==> src/rtl/fpga_dsp_pkg.sv <==
// Shared types and constants for the DSP-side FPGAtoDSPInt bus responder.
// Holds bus widths, the responder FSM state encoding and the unmapped-read fill value.
package fpga_dsp_pkg;

   localparam int ADDR_W = 8;
   localparam int DATA_W = 8;

   localparam logic [DATA_W-1:0] RD_FILL_DEF = 8'hFF;

   typedef enum logic [2:0] {
      IDLE,
      ADDR,
      DATA,
      HOLD,
      WAITREL
   } bus_state_t;

   function automatic logic is_mapped(input logic [ADDR_W-1:0] a,
                                      input int depth);
      return int'(a) < depth;
   endfunction

endpackage

==> src/rtl/dsp_regfile.sv <==
// DEPTH x 8 register file: bus and core write ports (bus wins on a shared
// address), two asynchronous read ports, asynchronous clear.
// Ports: clk_i, rst_ni, bus_we_i/bus_addr_i/bus_wdata_i, bus_rdata_o,
//        core_we_i/core_addr_i/core_wdata_i, core_rdata_o.
module dsp_regfile
   import fpga_dsp_pkg::*;
#(
   parameter int                DEPTH   = 16,
   parameter logic [DATA_W-1:0] RD_FILL = RD_FILL_DEF
) (
   input  logic              clk_i,
   input  logic              rst_ni,
   input  logic              bus_we_i,
   input  logic [ADDR_W-1:0] bus_addr_i,
   input  logic [DATA_W-1:0] bus_wdata_i,
   output logic [DATA_W-1:0] bus_rdata_o,
   input  logic              core_we_i,
   input  logic [ADDR_W-1:0] core_addr_i,
   input  logic [DATA_W-1:0] core_wdata_i,
   output logic [DATA_W-1:0] core_rdata_o
);

   localparam int IW = (DEPTH > 1) ? $clog2(DEPTH) : 1;

   logic [DATA_W-1:0] mem_q [DEPTH];

   logic          bus_ok;
   logic          core_ok;
   logic [IW-1:0] bus_idx;
   logic [IW-1:0] core_idx;

   assign bus_ok   = is_mapped(bus_addr_i, DEPTH);
   assign core_ok  = is_mapped(core_addr_i, DEPTH);
   assign bus_idx  = bus_addr_i[IW-1:0];
   assign core_idx = core_addr_i[IW-1:0];

   assign bus_rdata_o  = bus_ok  ? mem_q[bus_idx]  : RD_FILL;
   assign core_rdata_o = core_ok ? mem_q[core_idx] : RD_FILL;

   // Bus write is issued last so it overrides a core write to the same entry.
   always_ff @(posedge clk_i or negedge rst_ni) begin
      if (!rst_ni) begin
         for (int i = 0; i < DEPTH; i++) mem_q[i] <= '0;
      end else begin
         if (core_we_i && core_ok) mem_q[core_idx] <= core_wdata_i;
         if (bus_we_i && bus_ok)   mem_q[bus_idx]  <= bus_wdata_i;
      end
   end

endmodule

==> src/rtl/dsp_bus_responder.sv <==
// DSP-side responder for the FPGAtoDSPInt strobe bus: decodes N_CS/N_DS/R_NW
// cycles into register file accesses and forwards Start as a one-cycle pulse.
// Ports: Clk, N_Reset, N_CS, N_DS, R_NW, AddrBus, DataBusIn, DataBusOut,
//        DataBusOE, Start, CoreStart, CoreWrEn, CoreAddr, CoreWrData,
//        CoreRdData, BusWrPulse, Timeout.
// Optional watchdog: define DSP_RESP_TIMEOUT_EN.
module dsp_bus_responder
   import fpga_dsp_pkg::*;
#(
   parameter int                DEPTH   = 16,
   parameter int                TIMEOUT = 64,
   parameter logic [DATA_W-1:0] RD_FILL = RD_FILL_DEF
) (
   input  logic              Clk,
   input  logic              N_Reset,
   input  logic              N_CS,
   input  logic              N_DS,
   input  logic              R_NW,
   input  logic [ADDR_W-1:0] AddrBus,
   input  logic [DATA_W-1:0] DataBusIn,
   output logic [DATA_W-1:0] DataBusOut,
   output logic              DataBusOE,
   input  logic              Start,
   output logic              CoreStart,
   input  logic              CoreWrEn,
   input  logic [ADDR_W-1:0] CoreAddr,
   input  logic [DATA_W-1:0] CoreWrData,
   output logic [DATA_W-1:0] CoreRdData,
   output logic              BusWrPulse,
   output logic              Timeout
);

   bus_state_t        state_q, state_d;
   logic [ADDR_W-1:0] addr_q, addr_d;
   logic              rnw_q, rnw_d;
   logic [DATA_W-1:0] wdata_q, wdata_d;
   logic              wr_q, wr_d;
   logic [DATA_W-1:0] dout_q, dout_d;
   logic              oe_q, oe_d;
   logic              start_q;
   logic [DATA_W-1:0] bus_rdata;

   dsp_regfile #(
      .DEPTH   (DEPTH),
      .RD_FILL (RD_FILL)
   ) u_regfile (
      .clk_i        (Clk),
      .rst_ni       (N_Reset),
      .bus_we_i     (wr_q),
      .bus_addr_i   (addr_q),
      .bus_wdata_i  (wdata_q),
      .bus_rdata_o  (bus_rdata),
      .core_we_i    (CoreWrEn),
      .core_addr_i  (CoreAddr),
      .core_wdata_i (CoreWrData),
      .core_rdata_o (CoreRdData)
   );

`ifdef DSP_RESP_TIMEOUT_EN
   logic [7:0] cnt_q;
   logic       tmo_q, tmo_d;
   logic       expire;

   assign expire = (state_q != IDLE) && (state_q != WAITREL)
                && (cnt_q == 8'(TIMEOUT - 1));

   always_ff @(posedge Clk or negedge N_Reset) begin
      if (!N_Reset) begin
         cnt_q <= '0;
         tmo_q <= 1'b0;
      end else begin
         cnt_q <= (state_q == IDLE || state_q == WAITREL) ? '0 : cnt_q + 8'd1;
         tmo_q <= tmo_d;
      end
   end

   assign Timeout = tmo_q;
`else
   assign Timeout = 1'b0;
`endif

   always_comb begin
      state_d = state_q;
      addr_d  = addr_q;
      rnw_d   = rnw_q;
      wdata_d = wdata_q;
      wr_d    = 1'b0;
      dout_d  = dout_q;
      oe_d    = oe_q;
`ifdef DSP_RESP_TIMEOUT_EN
      tmo_d   = 1'b0;
`endif
      unique case (state_q)
         IDLE: begin
            oe_d = 1'b0;
            if (!N_CS) begin
               state_d = ADDR;
               addr_d  = AddrBus;
               rnw_d   = R_NW;
            end
         end
         ADDR: begin
            oe_d = 1'b0;
            if (N_CS) begin
               state_d = IDLE;
            end else if (!N_DS) begin
               state_d = DATA;
               if (rnw_q) begin
                  oe_d   = 1'b1;
                  dout_d = bus_rdata;
               end else begin
                  wr_d    = 1'b1;
                  wdata_d = DataBusIn;
               end
            end
         end
         DATA, HOLD: begin
            if (N_CS) begin
               state_d = IDLE;
               oe_d    = 1'b0;
            end else if (!N_DS) begin
               state_d = HOLD;
            end else begin
               // Next data phase reuses the latched address.
               state_d = ADDR;
               oe_d    = 1'b0;
            end
         end
`ifdef DSP_RESP_TIMEOUT_EN
         WAITREL: begin
            oe_d = 1'b0;
            if (N_CS) state_d = IDLE;
         end
`endif
         default: begin
            state_d = IDLE;
            oe_d    = 1'b0;
         end
      endcase
`ifdef DSP_RESP_TIMEOUT_EN
      if (expire) begin
         state_d = WAITREL;
         oe_d    = 1'b0;
         wr_d    = 1'b0;
         tmo_d   = 1'b1;
      end
`endif
   end

   always_ff @(posedge Clk or negedge N_Reset) begin
      if (!N_Reset) begin
         state_q <= IDLE;
         addr_q  <= '0;
         rnw_q   <= 1'b0;
         wdata_q <= '0;
         wr_q    <= 1'b0;
         dout_q  <= '0;
         oe_q    <= 1'b0;
         start_q <= 1'b0;
      end else begin
         state_q <= state_d;
         addr_q  <= addr_d;
         rnw_q   <= rnw_d;
         wdata_q <= wdata_d;
         wr_q    <= wr_d;
         dout_q  <= dout_d;
         oe_q    <= oe_d;
         start_q <= Start;
      end
   end

   assign DataBusOut = dout_q;
   assign DataBusOE  = oe_q;
   assign BusWrPulse = wr_q;
   assign CoreStart  = Start & ~start_q;

endmodule
==> config.mk <==
export PLATFORM = sky130hd
export DESIGN_NAME = dsp_bus_responder
export DESIGN_NICKNAME = d
export VERILOG_FILES = /design/src/rtl/fpga_dsp_pkg.sv /design/src/rtl/dsp_regfile.sv /design/src/rtl/dsp_bus_responder.sv
export SDC_FILE = /design/constraint.sdc
export NUM_CORES = 1
export LEC_CHECK = 0
export CORE_ASPECT_RATIO = 1.75
export CORE_UTILIZATION = 37
export CTS_BUF_LIST = sky130_fd_sc_hd__clkbuf_8
export DETAILED_ROUTE_END_ITERATION = 12
export RECOVER_POWER = 50
export SYNTH_ARGS = -nofsm -noshare
export SYNTH_HDL_FRONTEND = slang
export SYNTH_SLANG_ARGS = --single-unit
==> constraint.sdc <==
create_clock -name Clk -period 3 [get_ports Clk]
set_input_delay 0.75 -clock Clk [delete_from_list [all_inputs] [get_ports Clk]]
set_output_delay 0.75 -clock Clk [all_outputs]
set_load 0.01 [all_outputs]
# After elaboration in Yosys (flattened, before gate mapping)
# Cells that the tools add are included.
totals:
  input_bits: 39
  ff_bits: 159
  out_inout_bits: 20
  elab_cells: 85
classes:
  mux: 32
  n_lt_le_gt_ge: 6
  eq_ne: 6
  n_reduce_logical: 10
  bitwise: 7
op_table:
  columns: ["operator", "count"]
  rows:
  - ["bitwise mux 128 bit", 2]
  - ["2-to-1 mux 128 bit", 2]
  - ["binary-select mux 8 bit (select 4 bit)", 2]
  - ["demux 8 bit (select 4 bit)", 2]
  - ["2-to-1 mux 8 bit", 8]
  - ["< comparator 8 x 5 -> 1 bit (second input constant)", 2]
  - [">= comparator 5 bit (second input constant)", 2]
  - ["< comparator 5 x 1 -> 1 bit (second input constant)", 2]
  - ["inverter 4 -> 5 bit", 2]
  - ["2-to-1 mux 1 bit", 9]
  - ["2-to-1 mux 3 bit", 3]
  - ["case mux 3 bit (3 select lines)", 1]
  - ["AND reduction 4 bit", 2]
  - ["== test 3 x 2 -> 1 bit (second input constant)", 2]
  - ["!= test 3 bit (second input constant)", 2]
  - ["logical AND 1 bit", 4]
  - ["2-to-1 mux 2 bit", 2]
  - ["inverter 1 bit", 4]
  - ["AND reduction 2 bit", 2]
  - ["== test 3 x 1 -> 1 bit (second input constant)", 1]
  - ["zero test 3 bit", 1]
  - ["!= test 2 bit (second input constant)", 1]
  - ["case mux 1 bit (2 select lines)", 1]
  - ["OR reduction 2 bit", 1]
  - ["bitwise AND 1 bit", 1]

# Depth between registers and ports, before layout
# Gate-level depths: netlist of run 1.
depth:
  depth_word: 9
  mapped_depth: 8
  mapped_depth_nobuf: 4

# Hierarchy
# Synthesis of run 1 repeated with hierarchy kept, for this count alone.
hier_totals:
  cells_unflattened: 991
  area_unflattened_um2: 9653.0
modules_own_cells:
  columns: ["module", "instances", "seq_area_each_um2", "area_each_um2", "cells_each"]
  rows:
  - ["dsp_regfile", 1, 3203.1, 8473.1, 923]
  - ["dsp_bus_responder", 1, 750.7, 1179.9, 68]

# Worst setup path before layout of run 1
# No wires, ideal clock.
synth_timing:
  kind: "input port to output port"
  startpoint: "input CoreAddr[1]"
  endpoint: "output CoreRdData[6]"
  setup_slack_ns: 0.037
  path_stages: 6
  n_path_buf: 3
  t_arrival_ns: 2.213
  required_ns: 2.250
  path_cell_list: "buf_2 > buf_1 > buf_1 > mux4_2 > mux2i_1 > a22oi_1"
synth_between:
  elab_chain_cells: 5
synth_lines:
  columns: ["element", "line_no", "text"]
  rows:
  - ["from (decl)", "dsp_bus_responder.sv:26", "input logic [ADDR_W-1:0] CoreAddr,"]
  - ["inverter 4 -> 5 bit (not written as such)", "dsp_regfile.sv:38", "assign core_rdata_o = core_ok ? mem_q[core_idx] : RD_FILL;"]
  - ["binary-select mux 8 bit (select 4 bit)", "dsp_regfile.sv:38", null]
  - ["2-to-1 mux 8 bit (not written as such) (2 in a row)", "dsp_regfile.sv:38", null]
  - ["2-to-1 mux 8 bit (*)", "dsp_regfile.sv:38", null]
  - ["to (decl)", "dsp_bus_responder.sv:28", "output logic [DATA_W-1:0] CoreRdData,"]
# Every way passes the cells marked *; elsewhere a longest branch is shown, timed or not. The select of a mux whose other input is x is not followed.

# Worst setup path in the final report of run 1
layout_timing:
  startpoint: "input CoreAddr[0]"
  endpoint: "output CoreRdData[2]"
# The elaborated chain is that of the path after synthesis.

==> results of run 1 <==
-- area by class of cell --
type / instances / area share (%)
sequential: 158 / 34.7
tap: 316 / 3.47
clock inverter: 14 / 1.16
clock buffer: 18 / 2.18
timing repair buffer: 135 / 11.8
multi-input combinational: 613 / 46.7
-- critical path: stages --
cell       delay (ns)
buf_6            0.13
clkbuf_16        0.17
buf_4            0.11
mux4_2           0.49
mux2i_1          0.16
buf_4            0.14
a22oi_1          0.07
buf_2            0.15
-- placed cells by master (no fill, tap or decap), drive strengths merged, types with 3 or more instances in the layout --
master	count
dlygate4sd3	3
o21ai	64
clkdlybuf4s50	41
or3b	4
or4b	9
a31oi	7
buf	80
mux2	24
nand2	71
nor3	11
clkbuf	27
dfrtp	158
nor2	76
o22ai	8
clkinvlp	6
a211oi	6
nor4	12
inv	5
a22oi	8
nand3	4
nand3b	8
a21oi	65
mux4	56
mux2i	161
-- layer usage --
layer | vias to the layer above | GRT usage, % | share of wire (%)
met5 | - | 0 | 0
met4 | 0 | 14.1 | 6.1
met3 | 77 | 3.73 | 4.4
met2 | 267 | 41.0 | 53
met1 | 3558 | 26.5 | 37
li1 | 3297 | - | -
-- sequential cells by signal (all words and copies together) (netlist names) --
register / flops
BusWrPulse: 1
DataBusOE: 1
DataBusOut: 8
addr_q: 8
rnw_q: 1
start_q: 1
state_q: 2
u_regfile.mem_q: 128
wdata_q: 8
-- final timing paths --
| kind | from | end | slack (ns) | depth (start not counted) |
|---|---|---|---|---|
| max in group asynchronous | N_Reset | addr_q[3] | 0.83 | 2 |
| max | CoreAddr[0] | CoreRdData[2] | 0.08 | 8 |
| max reg2reg | addr_q[5] | u_regfile.mem_q[15] | 0.44 | 4 |
| min reg2reg | DataBusOut[1] | DataBusOut[1] | 0.51 | 1 |
| min in group asynchronous | N_Reset | start_q | 0.63 | 1 |
| min | DataBusOut[1] | DataBusOut[1] | 0.51 | 1 |
-- kinds of logic (layout without fill, tap and decap cells) --
logic type	Yosys count	count (layout)	synth area share (%)
AO/OA/AOI/OAI	160	160	9.56
buffers and inverters	88	167	4.07
flip-flops	158	158	41.0
multiplexers	241	241	32.6
other	1	1	0.0389
AND/OR/NAND/NOR	211	211	12.7
-- report_power, final --
| group | internal (mW) | switching (mW) |
|---|---|---|
| sequential | 2.35 | 0.478 |
| clock | 0.744 | 0.828 |
| combinational | 0.590 | 0.518 |
-- repair_timing --
item | 4_1_cts | 5_1_grt
gates cloned | 0 | 1
pin swaps | 0 | 2
gates resized for setup | 35 | 11
endpoints found under the hold margin | 0 | 0
hold buffers | 0 | 0
buffers inserted | 7 | 2
setup endpoints to repair | 8 | 8
==> impl_metrics.csv, run 1 <==
group,metric,value,unit
routing,firstDrtPassIters,5,
worst_setup_path,worstSetupPathType,"in -> out",
worst_setup_path,crit_path_start_kind,"primary input",
cells_and_area,final_util,44.8,%
synthesis,syn-num-nets,898,
synthesis,synthCells,859,
routing,drc,0,
synthesis,synth-edff-count,0,
power_and_ir_drop,finalPower,5.51,mW
timing,min_period_over_period,97.5,%
timing,rsz0062_at_grt,"no",
worst_setup_path,end_kind,"output pin",
power_and_ir_drop,powerDensity,484,nW/µm²
floorplanning,core,25400,µm²
timing,drv_slew,59,
timing,clock_skew,0.0121,ns
synthesis,synth_top_area_share,41.0,%
status,status,"finished with violations",
grt,grtUsageTotal,23.6,%
synthesis,yosysWarnings,0,
synthesis,yosys-top-cells-area,"dfrtp_1 (41%), mux2i_1 (17%), mux4_2 (13%), o21ai_1 (3.0%), nor2_1 (2.8%)",
cells_and_area,fillers,2376,
routing,viasPerCell,5.74,
cells_and_area,stdcell_count,1254,
synthesis,async_reset_ff_share,100,%
synthesis,synth_flop_cell,"dfrtp_1",
synthesis,syn_avg_cell_area,11.2,µm²
synthesis,synth-seq-cells,158,
routing,wirelength,30.0,mm
floorplanning,initial_core_util,37.9,%
timing,timing.final.ws_setup,0.0751,ns
cells_and_area,seqCellArea,3960,µm²
floorplanning,fp-row-count,77,
timing,min_period,2.92,ns
timing,holdWs,0.509,ns
worst_setup_path,path_max_fanout,4,
grt,grt-ovfl-total,0,
placement,dpl_cell_area,11000,µm²
cells_and_area,fin_area,11400,µm²
clocking,clkSinkCount,158,
power_and_ir_drop,ir_worst_vdd,0.320,mV
placement,placed_cells,1212,
grt,grt_max_degree,59,
synthesis,yosys.area.top_type,"dfrtp_1",
synthesis,synth_cell_types,43,
grt,antenna_found_initial,0,
placement,port_buffers,57,
cells_and_area,nets,964,
timing,max_clock_freq,342,MHz
clocking,clk_root_buffer_cell,"clkbuf_8",
timing,worst_pin_slew,1.51,ns
power_and_ir_drop,p_leak,4.06,nW
synthesis,netlist_area,9630,µm²
grt,first_global_vias,7322,
cells_and_area,area_growth_syn_to_layout,18.2,%
timing,hold_violations,0,
synthesis,yosys-top-cells-count,"mux2i_1 (161), dfrtp_1 (158), nor2_1 (72), nand2_1 (71), o21ai_1 (58)",
clocking,clkTransAtPathRegs,0.09,ns
clocking,htree_levels,4,
clocking,cts_buffer_depth,2,
floorplanning,dieArea,26700,µm²
placement,gp_congestion,0.881,
synthesis,synth.most_common_cell,"mux2i_1",
floorplanning,io_pins,59,
cells_and_area,multiInputGateArea,5310,µm²
timing,max_slew_margin,-0.563,%
floorplanning,die_h,215,µm
synthesis,seq_area_frac_synth,41.0,%
clocking,cts_tree,"done",
clocking,clock_latency,0.48,ns
routing,drtAntennaViolNets,0,
worst_setup_path,required,2.25,ns
placement,hpwlAfterDp,22.4,mm
status,violations,"max-capacitance violations, max-slew violations",
clocking,cts_made_buffers,17,
grt,grt_pass1_wl,45.3,mm
timing,setup_viol,0,
routing,vias,7199,
flow_run,maxCapViolations,1,
routing,wl_per_cell,23.9,µm
floorplanning,die_w,124,µm
cells_and_area,drive_gt1_share,26.1,%
timing,setup_tns,0,ns
worst_setup_path,critPathArrivalTime,2.17,ns
worst_hold_path,hold_path.class,"reg -> reg",
placement,post-place-ws,-0.327,ns
cells_and_area,diodes,0,
routing,drt_iter0_drc,552,
No activity file was read; power rests on OpenSTA's default activity.
==> run 2, diff against run 1 <==
--- a/config.mk
+++ b/config.mk
@@ -7,6 +7,7 @@
 export LEC_CHECK = 0
 export CORE_ASPECT_RATIO = 1.75
-export CORE_UTILIZATION = 37
+export CORE_UTILIZATION = 41
 export CTS_BUF_LIST = sky130_fd_sc_hd__clkbuf_8
+export CTS_CLUSTER_DIAMETER = 80
 export DETAILED_ROUTE_END_ITERATION = 12
 export RECOVER_POWER = 50
==> constraint.sdc (replaced) <==
create_clock -name Clk -period 3 [get_ports Clk]
set_input_delay 0.75 -clock Clk [delete_from_list [all_inputs] [get_ports Clk]]
set_output_delay 0.75 -clock Clk [all_outputs]
set_load 0.05 [all_outputs]
==> run 2 against run 1 <==
The flow still finishes with violations (max-capacitance violations, max-slew violations). Critical path type unchanged. Non-clock buffer count fell by 9. Utilization is 5.1 points higher. Final area rose by 0.32%. Largest cell class unchanged. Sequential cell count unchanged. Via count grew 0.97%. Count of clock-buffer cells in the layout shrank 1. Critical endpoint is now CoreRdData[6]. Highest routed layer unchanged. Wire length down 0.44%. Global-route usage up 2.5 points. Critical path depth shrank 1. Clock skew up 0.0025 ns. Combinational power rose by 7%. First-iteration DRC count grew 6.0%.
==> impl_metrics.csv, run 2 (synthesized netlist as in run 1, its figures left out) <==
group,metric,value,unit
routing,wirelength,29.8,mm
placement,dpl_cell_area,11000,µm²
power_and_ir_drop,ir_worst_vdd,0.328,mV
timing,rsz0062_at_grt,"no",
worst_setup_path,worstSetupPathType,"in -> out",
grt,grtUsageTotal,26.1,%
cells_and_area,area_growth_syn_to_layout,18.6,%
floorplanning,fp-row-count,73,
routing,wl_per_cell,24.3,µm
timing,holdWs,0.522,ns
power_and_ir_drop,finalPower,5.73,mW
placement,gp_congestion,0.850,
floorplanning,die_w,118,µm
grt,first_global_vias,7411,
worst_setup_path,critical-path-slowest-cell,"mux4_2",
worst_setup_path,end_kind,"output pin",
worst_setup_path,crit_path_start_kind,"primary input",
flow_run,maxCapViolations,1,
clocking,clock_latency,0.47,ns
grt,grt_max_degree,68,
worst_setup_path,path_max_fanout,8,
routing,drtAntennaViolNets,0,
floorplanning,core,22900,µm²
routing,viasPerCell,5.91,
cells_and_area,largest-register,"u_regfile.mem_q",
clocking,htree_levels,4,
grt,antenna_found_initial,1,
timing,hold_violations,0,
floorplanning,io_pins,59,
clocking,cts_buffer_depth,2,
timing,drv_slew,68,
cells_and_area,layout_commonest_cell,"mux2i_1",
timing,clock_skew,0.0146,ns
placement,port_buffers,57,
worst_setup_path,slowest_delay,0.51,ns
routing,firstDrtPassIters,5,
cells_and_area,mostFrequentLayoutCells,"mux2i_1 (160), dfrtp_1 (156), nor2_1 (71), nand2_1 (71), o21ai_1 (58)",
power_and_ir_drop,p_leak,4.07,nW
worst_setup_path,cp_common_cell,"buf_4",
timing,max_slew_margin,-20.3,%
worst_setup_path,cp_top_family,"multiplexers",
clocking,cts_made_buffers,17,
worst_setup_path,required,2.25,ns
timing,min_period_over_period,97.9,%
cells_and_area,final_util,49.8,%
floorplanning,dieArea,24100,µm²
timing,min_period,2.94,ns
timing,setup_viol,0,
clocking,clkSinkCount,158,
floorplanning,initial_core_util,42.0,%
cells_and_area,largest_reg_flops,128,
clocking,cts_tree,"done",
power_and_ir_drop,powerDensity,502,nW/µm²
clocking,cts_setup_buffers,0,
routing,drc,0,
status,violations,"max-capacitance violations, max-slew violations",
cells_and_area,nets,955,
worst_setup_path,critPathBufInv,4,
grt,grt_pass1_wl,46.2,mm
worst_setup_path,critPathArrivalTime,2.19,ns
placement,hpwlAfterDp,21.6,mm
worst_hold_path,hold_path.class,"reg -> reg",
cells_and_area,fin_area,11400,µm²
timing,worst_pin_slew,1.80,ns
floorplanning,die_h,205,µm
status,status,"finished with violations",
clocking,clk_root_buffer_cell,"clkbuf_8",
clocking,clkTransAtPathRegs,0.08,ns
routing,vias,7269,
worst_setup_path,cp_cell_sequence,"buf_4 -> buf_12 -> mux4_2 -> mux2i_2 -> buf_4 -> a22oi_2 -> buf_6",
cells_and_area,drive_gt1_share,26.7,%
timing,max_clock_freq,340,MHz
clocking,hold_buffers,0,
grt,grt-ovfl-total,0,
routing,drt_iter0_drc,585,
==> run 2: cell count changes in the layout (fill, tap and decap cells not counted), moves of 3 or more <==
cell	change
inv_1	-3
a22oi_2	+8
clkinvlp_4	-3
a22oi_1	-8
clkinv_2	+4
buf_12	+3
buf_2	-8
==> run 2: report_power, final <==
group          total (mW)  internal [mW]  switching [mW]
clock                1.70          0.889           0.809
combinational        1.19          0.586           0.609
sequential           2.84           2.35           0.491
total                5.73           3.82            1.91
==> run 2: per-stage QoR <==
| step | cells | setup WS, ns | TNS (ns) |
|---|---|---|---|
| 2_1_floorplan | 859 | 0.0270 | 0 |
| 3_3_place_gp | 1197 | -0.0831 | -0.461 |
| 3_5_place_dp | 1197 | -0.0943 | -0.558 |
| 4_1_cts | 1228 | 0.0195 | 0 |
| 5_1_grt | 1229 | 0.00474 | 0 |
| 6_report | 1229 | 0.0619 | 0 |
==> run 2: what timing repair did <==
action | 4_1_cts | 5_1_grt
resized for setup | 11 | 3
gates cloned | 0 | 0
hold endpoints to repair | 0 | 0
pin swaps | 4 | 2
setup endpoints to repair | 8 | 8
==> run 2: area by class of cell <==
cell class              count  area, µm²
diodes                      1       2.50
multi-input cells         613       5360
clock buffers              17        234
well taps                 300        375
clock inverters            14        179
flip-flops and latches    158       3960
repair buffers            126       1320
fillers                  2088      11500
==> run 2: worst paths after layout <==
kind,startpoint,endpoint,slack (ns),cells past startpoint
setup / recovery,CoreAddr[0],CoreRdData[6],0.06,7
hold / removal,DataBusOut[1],DataBusOut[1],0.52,1
setup reg to reg,addr_q[5],u_regfile.mem_q[1],0.43,4
hold reg to reg,DataBusOut[1],DataBusOut[1],0.52,1
max in group asynchronous,N_Reset,u_regfile.mem_q[89],0.48,2
min in group asynchronous,N_Reset,start_q,0.75,1
==> run 2: routing by layer <==
metal  global-route usage, %  wire, µm
met1                    30.1     11300
met4                    14.8      1620
met2                    46.3     15500
met3                    3.31      1340
met5                       0         0
==> run 3, diff against run 2 <==
Settings changed: CORE_ASPECT_RATIO 1.75 to default.
==> run 3 against run 2 <==
The run still ends with max-capacitance violations, max-slew violations left. Die area is 0.10% lower. Combinational power about the same. Register-to-register slack got worse by 0.10 ns. Clock skew increased by 0.0025 ns. Utilization is 0.48 points higher. Global-route usage down 1.0 points. Sequential share of layout area down 0.21 points. Highest routed layer unchanged.
==> impl_metrics.csv, run 3 (synthesized netlist as in run 1, its figures left out) <==
group,metric,value,unit
routing,vias,7131,
worst_setup_path,r2r_start,"addr_q[5]",
worst_setup_path,r2r_end,"u_regfile.mem_q[107]",
timing,worst_pin_slew,1.73,ns
timing,clock_skew,0.0172,ns
placement,port_buffers,57,
grt,grtUsageTotal,25.0,%
cells_and_area,fillers,2072,
cells_and_area,layout_commonest_cell,"mux2i_1",
power_and_ir_drop,ir_worst_vdd,0.281,mV
clocking,cts_tree,"done",
cells_and_area,largest_reg_flops,128,
grt,top_usage_layer,"met2",
cells_and_area,drive_gt1_share,27.7,%
routing,firstDrtPassIters,5,
worst_setup_path,r2r.worst_path.cells,4,
status,violations,"max-capacitance violations, max-slew violations",
grt,first_global_vias,7055,
routing,viasPerCell,5.71,
cells_and_area,seqCellArea,3960,µm²
worst_setup_path,crit_path_start_kind,"primary input",
floorplanning,dieArea,24100,µm²
grt,grtUsageMet3,4.12,%
placement,hpwlAfterDp,20.9,mm
clocking,cts_buffer_depth,2,
placement,post-place-ws,-0.0988,ns
worst_setup_path,path_max_fanout,7,
routing,drtAntennaViolNets,0,
floorplanning,die_h,155,µm
power_and_ir_drop,powerDensity,497,nW/µm²
worst_setup_path,required,2.25,ns
worst_hold_path,hold_path.class,"reg -> reg",
flow_run,maxCapViolations,1,
worst_hold_path,holdPathStages,1,
timing,drv_slew,66,
worst_setup_path,worstSetupPathType,"in -> out",
grt,grt_pass1_wl,44.6,mm
clocking,clk_root_buffer_cell,"clkbuf_8",
cells_and_area,final_util,50.3,%
floorplanning,die_w,155,µm
routing,wirelength,28.4,mm
routing,wl_per_cell,22.8,µm
timing,min_period_over_period,98.0,%
cells_and_area,largest-register,"u_regfile.mem_q",
clocking,clkTransAtPathRegs,0.10,ns
worst_setup_path,critPathArrivalTime,2.19,ns
timing,min_period,2.94,ns
grt,antenna_found_initial,0,
status,status,"finished with violations",
clocking,cts_setup_buffers,0,
floorplanning,core,22800,µm²
cells_and_area,area_growth_syn_to_layout,19.3,%
floorplanning,io_pins,59,
worst_setup_path,startpoint,"CoreAddr[0]",
grt,grt-ovfl-total,0,
power_and_ir_drop,p_leak,4.12,nW
grt,grt_max_degree,66,
worst_setup_path,end_kind,"output pin",
placement,gp_congestion,0.887,
clocking,clock_latency,0.48,ns
timing,timing.final.ws_setup,0.0587,ns
timing,hold_violations,0,
cells_and_area,mostFrequentLayoutCells,"mux2i_1 (159), dfrtp_1 (156), nor2_1 (71), nand2_1 (71), o21ai_1 (58)",
worst_setup_path,ff2ff_setup_slack,0.33,ns
timing,rsz0062_at_grt,"no",
floorplanning,fp-row-count,55,
grt,grt_util_met1,35.8,%
timing,max_clock_freq,340,MHz
routing,drt_iter0_drc,535,
clocking,clkSinkCount,158,
cells_and_area,diodes,0,
grt,met2_usage,38.8,%
worst_hold_path,worstHoldStart,"DataBusOut[1]",
cells_and_area,multiInputGateArea,5370,µm²
timing,setup_viol,0,
routing,drc,0,
floorplanning,initial_core_util,42.2,%
power_and_ir_drop,finalPower,5.71,mW
cells_and_area,nets,961,
clocking,cts_made_buffers,17,
clocking,htree_levels,4,
worst_hold_path,whs_endpoint,"DataBusOut[1]",
timing,max_slew_margin,-15.5,%
## run 3: stage by stage
stage                     cells  hold WS (ns)  TNS, ns  cell area, µm²
after floorplan             859         0.454        0            9690
after global placement     1215         0.498   -0.508           11000
after detailed placement   1215         0.503   -0.550           11000
after CTS                  1248         0.277        0           11500
after global routing       1248         0.538        0           11500
final                      1248         0.519        0           11500
## run 3: layout make-up
class                      count  area share, %
multi-input combinational    613           46.7
sequential                   158           34.4
timing repair buffer         132           11.9
tap                          313           3.41
clock buffer                  17           2.04
clock inverter                15           1.53
## run 3: metal layers
layer / share of wire, % / vias to the layer above
met5: 0 / -
met4: 2.4 / 0
met3: 5.6 / 31
met2: 46 / 244
met1: 46 / 3560
li1: - / 3296
## run 3: timing repair
action / 4_1_cts / 5_1_grt
endpoints found under the setup margin: 8 / 8
pin swaps: 3 / 2
gates resized for setup: 16 / 2
cloned: 1 / 0
hold buffers: 0 / 0
## run 3: critical path: stages
cell	delay, ns
buf_6	0.13
bufbuf_16	0.29
mux4_2	0.48
mux2i_1	0.17
buf_4	0.15
a22oi_2	0.05
buf_6	0.15
## run 3: power by group
group,internal [mW],total (mW),switching (mW)
clock,0.772,1.70,0.928
combinational,0.593,1.20,0.603
sequential,2.35,2.81,0.465
total,3.71,5.71,2.00
## run 3: worst max path at each step
stage                    endpoint  slack (ns)  cells past startpoint
floorplan           CoreRdData[6]        0.03                      5
global placement    CoreRdData[7]       -0.08                      7
detailed placement  CoreRdData[7]        -0.1                      7
CTS                 CoreRdData[0]       0.007                      6
global route        CoreRdData[3]       0.006                      7
finish              CoreRdData[3]        0.06                      7
==> RTL edit 1 (settings of run 2) <==
Build with the macro `DSP_RESP_TIMEOUT_EN` defined.
--- a/src/rtl/dsp_bus_responder.sv
+++ b/src/rtl/dsp_bus_responder.sv
@@ -5,4 +5,6 @@
 //        CoreRdData, BusWrPulse, Timeout.
 // Optional watchdog: define DSP_RESP_TIMEOUT_EN.
+`define DSP_RESP_TIMEOUT_EN
+
 module dsp_bus_responder
    import fpga_dsp_pkg::*;
Check against the original RTL: no difference found for any inputs over 4 cycles, from zero or initial values and one cycle with N_Reset low; that may be too few to reach the edited logic, so the function may still have changed.
==> RTL edit 1 against run 2 <==
- the run still ends with max-capacitance violations, max-slew violations left
- sequential share of layout area rose by 0.90 points
- total power increased by 4.5%
- sequential cell count is 10 higher
- clock power up 10%
- area after synthesis increased by 2.5%
- setup slack got worse by 0.041 ns
- final cell count is 7.0% higher
- routed wire length decreased by 0.53%
- design area rose by 3.6%
- largest cell class unchanged
==> RTL edit 1: results (changes against run 2) <==
Parameter                              Value

Status
  Result of the run ... complete, but fails checks
  Violated checks ... max-capacitance violations, max-slew violations

Route
  Post-route met1 wirelength ... 10980 um (-3.0%)

Clock network
  Post-CTS sizing ... 13 (+2)
  Num Clock Sinks ... 168 (+6.3%)

Logic synthesis
  Share of synthesized area occupied by flip-flops and latches ... 42.59% (+1.5 points)
  Synth top area cells ... sky130_fd_sc_hd__dfrtp_1, sky130_fd_sc_hd__mux4_2, sky130_fd_sc_hd__mux2i_1
  Average cell area after synthesis ... 10.64 um^2 (-5.2%)
  Total standard cell area after synthesis ... 9871 um^2 (+2.5%)
  Nets in the synthesized netlist ... 968 (+7.8%)

Run
  Max Cap Violations ... 1 (unchanged)

Finish
  Count of fill cells added during filler insertion ... 2167 (+3.8%)
  Inverters ... 2 (+2)
  Clock-cell share ... 3.815% (+0.20 points)
  Layout clock buffer count ... 19 (+2)
  Layout cell share with drive strength beyond 1 ... 22.06% (-4.7 points)

Global routing
  Met3 usage in global routing ... 4.121% (+0.81 points)
  Antenna violations before repair ... 0 (-1)
  Wire length of the first global-routing pass ... 45720 um (-0.99%)

Power and ir drop
  Net switching component of the power ... 0.001940 W (+1.6%)
  Power Clock ... 0.00187 W (+10%)
  Seq pwr ... 0.00297 W (+5%)

STA
  Worst clock skew ... 0.01832 ns (+0.003684 ns)
  Transition time at the pin with the least slew margin ... 1.587 ns (-0.2175 ns)
  Number of pins with negative max-slew slack in the final report ... 31 (-54%)

Place
  Number of placed instances, taps included ... 1281 (+7.0%)
  Port-buffer cells ... 58 (+1.8%)

Worst setup path
  Worst path arrival time ... 2.23 ns (+0.04 ns)
## RTL edit 1: cell families (layout without fill, tap and decap cells)
kind of cell / count (synthesis) / in the layout / share of synthesized area [%]
DFF: 168 / 168 / 42.59
buffers and inverters: 78 / 161 / 3.296
AOI/OAI and AO/OA: 164 / 164 / 9.697
muxes: 192 / 192 / 27.89
xor gates and xnor gates: 6 / 6 / 0.5324
adders and majority gates: 1 / 1 / 0.1267
and+or+nand+nor: 319 / 319 / 15.87
## RTL edit 1: final timing paths
check	startpoint	to	slack, ns	cells past startpoint
max	CoreAddr[0]	CoreRdData[6]	0.02	6
min	cnt_q[0]	cnt_q[0]	0.49	1
max reg2reg	addr_q[3]	u_regfile.mem_q[66]	0.74	4
min reg2reg	cnt_q[0]	cnt_q[0]	0.49	1
max in group asynchronous	N_Reset	u_regfile.mem_q[119]	0.69	2
min in group asynchronous	N_Reset	rnw_q	0.62	1
==> RTL edit 2 (config.mk and constraints of run 2) <==
Without the edit above. Add an input register stage for `CoreWrEn`, with the module's reset; this delays it by one clock. The other inputs are not delayed to match.
--- a/src/rtl/dsp_bus_responder.sv
+++ b/src/rtl/dsp_bus_responder.sv
@@ -31,4 +31,14 @@
 );
 
+   logic CoreWrEn_q;
+
+   always_ff @(posedge Clk or negedge N_Reset) begin
+      if (!N_Reset) begin
+         CoreWrEn_q <= '0;
+      end else begin
+         CoreWrEn_q <= CoreWrEn;
+      end
+   end
+
    bus_state_t        state_q, state_d;
    logic [ADDR_W-1:0] addr_q, addr_d;
@@ -51,5 +61,5 @@
       .bus_wdata_i  (wdata_q),
       .bus_rdata_o  (bus_rdata),
-      .core_we_i    (CoreWrEn),
+      .core_we_i    (CoreWrEn_q),
       .core_addr_i  (CoreAddr),
       .core_wdata_i (CoreWrData),
Function: changed (a bounded check fails within 4 cycles, from zero or initial values and one cycle with N_Reset low).
==> RTL edit 2 against run 2 <==
- the run still ends with max-capacitance violations, max-slew violations left
- sequential cell count grew 1
- total power shrank 1.2%
- count of clock-buffer cells in the layout grew 2
- area after synthesis grew 0.26%
- routed wire length grew 1.3%
- maximum frequency shrank 1.0%
- setup slack lost 0.030 ns
- design area is essentially flat
- register-to-register slack lost 0.05 ns
- synthesized cell count grew 0.12%
==> RTL edit 2: results (changes against run 2) <==
Parameter                              Value

Status
  Result of the run ... complete, but fails checks
  Violated checks ... max-capacitance violations, max-slew violations

Global routing
  Largest net degree at the start of global routing ... 64 (-5.9%)
  Wire length of the first global-routing pass ... 46600 um (+0.91%)
  Antenna violations before repair ... 0 (-1)
  Via count of the first global-routing pass ... 7352 (-0.80%)
  Global-route total usage across every layer ... 26.40% (+0.34 points)

Place
  Number of placed instances, taps included ... 1198 (+0.084%)
  Total cell area at the placement stage ... 11000 um^2 (-0.11%)
  Pre-CTS worst setup slack ... -0.07916 ns (+0.01509 ns)
  Routability congestion estimate from global placement ... 0.8708 (+2.4%)

Logic synthesis
  Nets in the synthesized netlist ... 899 (+0.11%)
  Share of the synthesized area in compound gates (AO/OA/AOI/OAI) ... 9.535% (-0.025 points)
  Average cell area after synthesis ... 11.23 um^2 (+0.14%)
  Top cells by instance count after synthesis ... sky130_fd_sc_hd__mux2i_1, sky130_fd_sc_hd__dfrtp_1, sky130_fd_sc_hd__nor2_1
  Synth top area cells ... sky130_fd_sc_hd__dfrtp_1, sky130_fd_sc_hd__mux2i_1, sky130_fd_sc_hd__mux4_2
  Multiplexer fraction of the synthesized cell area ... 32.54% (-0.085 points)

STA
  Max frequency ... 336.9 MHz (-1.0%)
  Worst clock skew ... 0.01962 ns (+0.004981 ns)
  Hold_ws ... 0.5161 ns (-0.005647 ns)
  Number of pins with negative max-slew slack in the final report ... 64 (-5.9%)
  Transition time at the pin with the least slew margin ... 1.647 ns (-0.1574 ns)

Finish
  Count of fill cells added during filler insertion ... 2082 (-0.29%)
  Antenna Cells ... 0 (-1)
  Layout cell share with drive strength beyond 1 ... 26.89% (+0.17 points)
  Multi-input gate area ... 5366 um^2 (+0.21%)

Route
  Avg WL per Cell ... 24.55 um (+1.2%)
  Wire length reported by the detailed router ... 30200 um (+1.3%)
  Number of DRC violations after detailed-routing iteration 0 ... 486 (-17%)
  Post-detailed-route via-to-cell ratio ... 5.897 (-0.30%)

Worst setup path
  Category of cells accounting for the largest share of critical-path delay ... buffers and inverters
  Capture point of the worst reg-to-reg path ... u_regfile.mem_q[77]
  Cell at the slowest stage of the critical path ... sky130_fd_sc_hd__or4_4
  Worst path arrival time ... 2.22 ns (+0.03 ns)
  Crit path launch ... CoreAddr[6]
  Endpoint of the worst setup timing path ... CoreRdData[1]

Run
  Max Cap Violations ... 1 (unchanged)

Power and ir drop
  Relative contribution of sequential cells to total power ... 49.8% (+0.3 points)
  Net switching component of the power ... 0.001940 W (+1.6%)
  Worst vdd ir ... 0.2688 mV (-18%)
  Power Clock ... 0.00165 W (-3%)
  Proportion of power drawn by the clock network ... 29.2% (-0.4 points)
  Leakage power ... 4.052 nW (-0.49%)

Clock network
  Post-CTS sizing ... 15 (+4)
## RTL edit 2: cell count changes after synthesis
| cell | delta |
|---|---|
| sky130_fd_sc_hd__dfrtp_1 | +1 |
## RTL edit 2: final cells by class
| type | count | area share, % |
|---|---|---|
| repair buffers | 122 | 11.42 |
| flip-flops and latches | 159 | 34.82 |
| clock buffers | 19 | 2.287 |
| clock inverters | 13 | 1.215 |
| well taps | 304 | 3.326 |
| multi-input cells | 613 | 46.93 |
## RTL edit 2: cell families after synthesis
kind of cell | after synthesis
AOI/OAI and AO/OA | 160
buffers and inverters | 88
DFF | 159
muxes | 241
other | 1
and+or+nand+nor | 211
## RTL edit 2: per-layer routing
| metal | track usage [%] | vias up | wire, um |
|---|---|---|---|
| met1 | 31.65 | 3583 | 11810 |
| met5 | 0 | - | 0 |
| li1 | - | 3270 | - |
| met4 | 15.61 | 0 | 1757 |
| met3 | 3.870 | 87 | 1422 |
| met2 | 44.92 | 313 | 15200 |
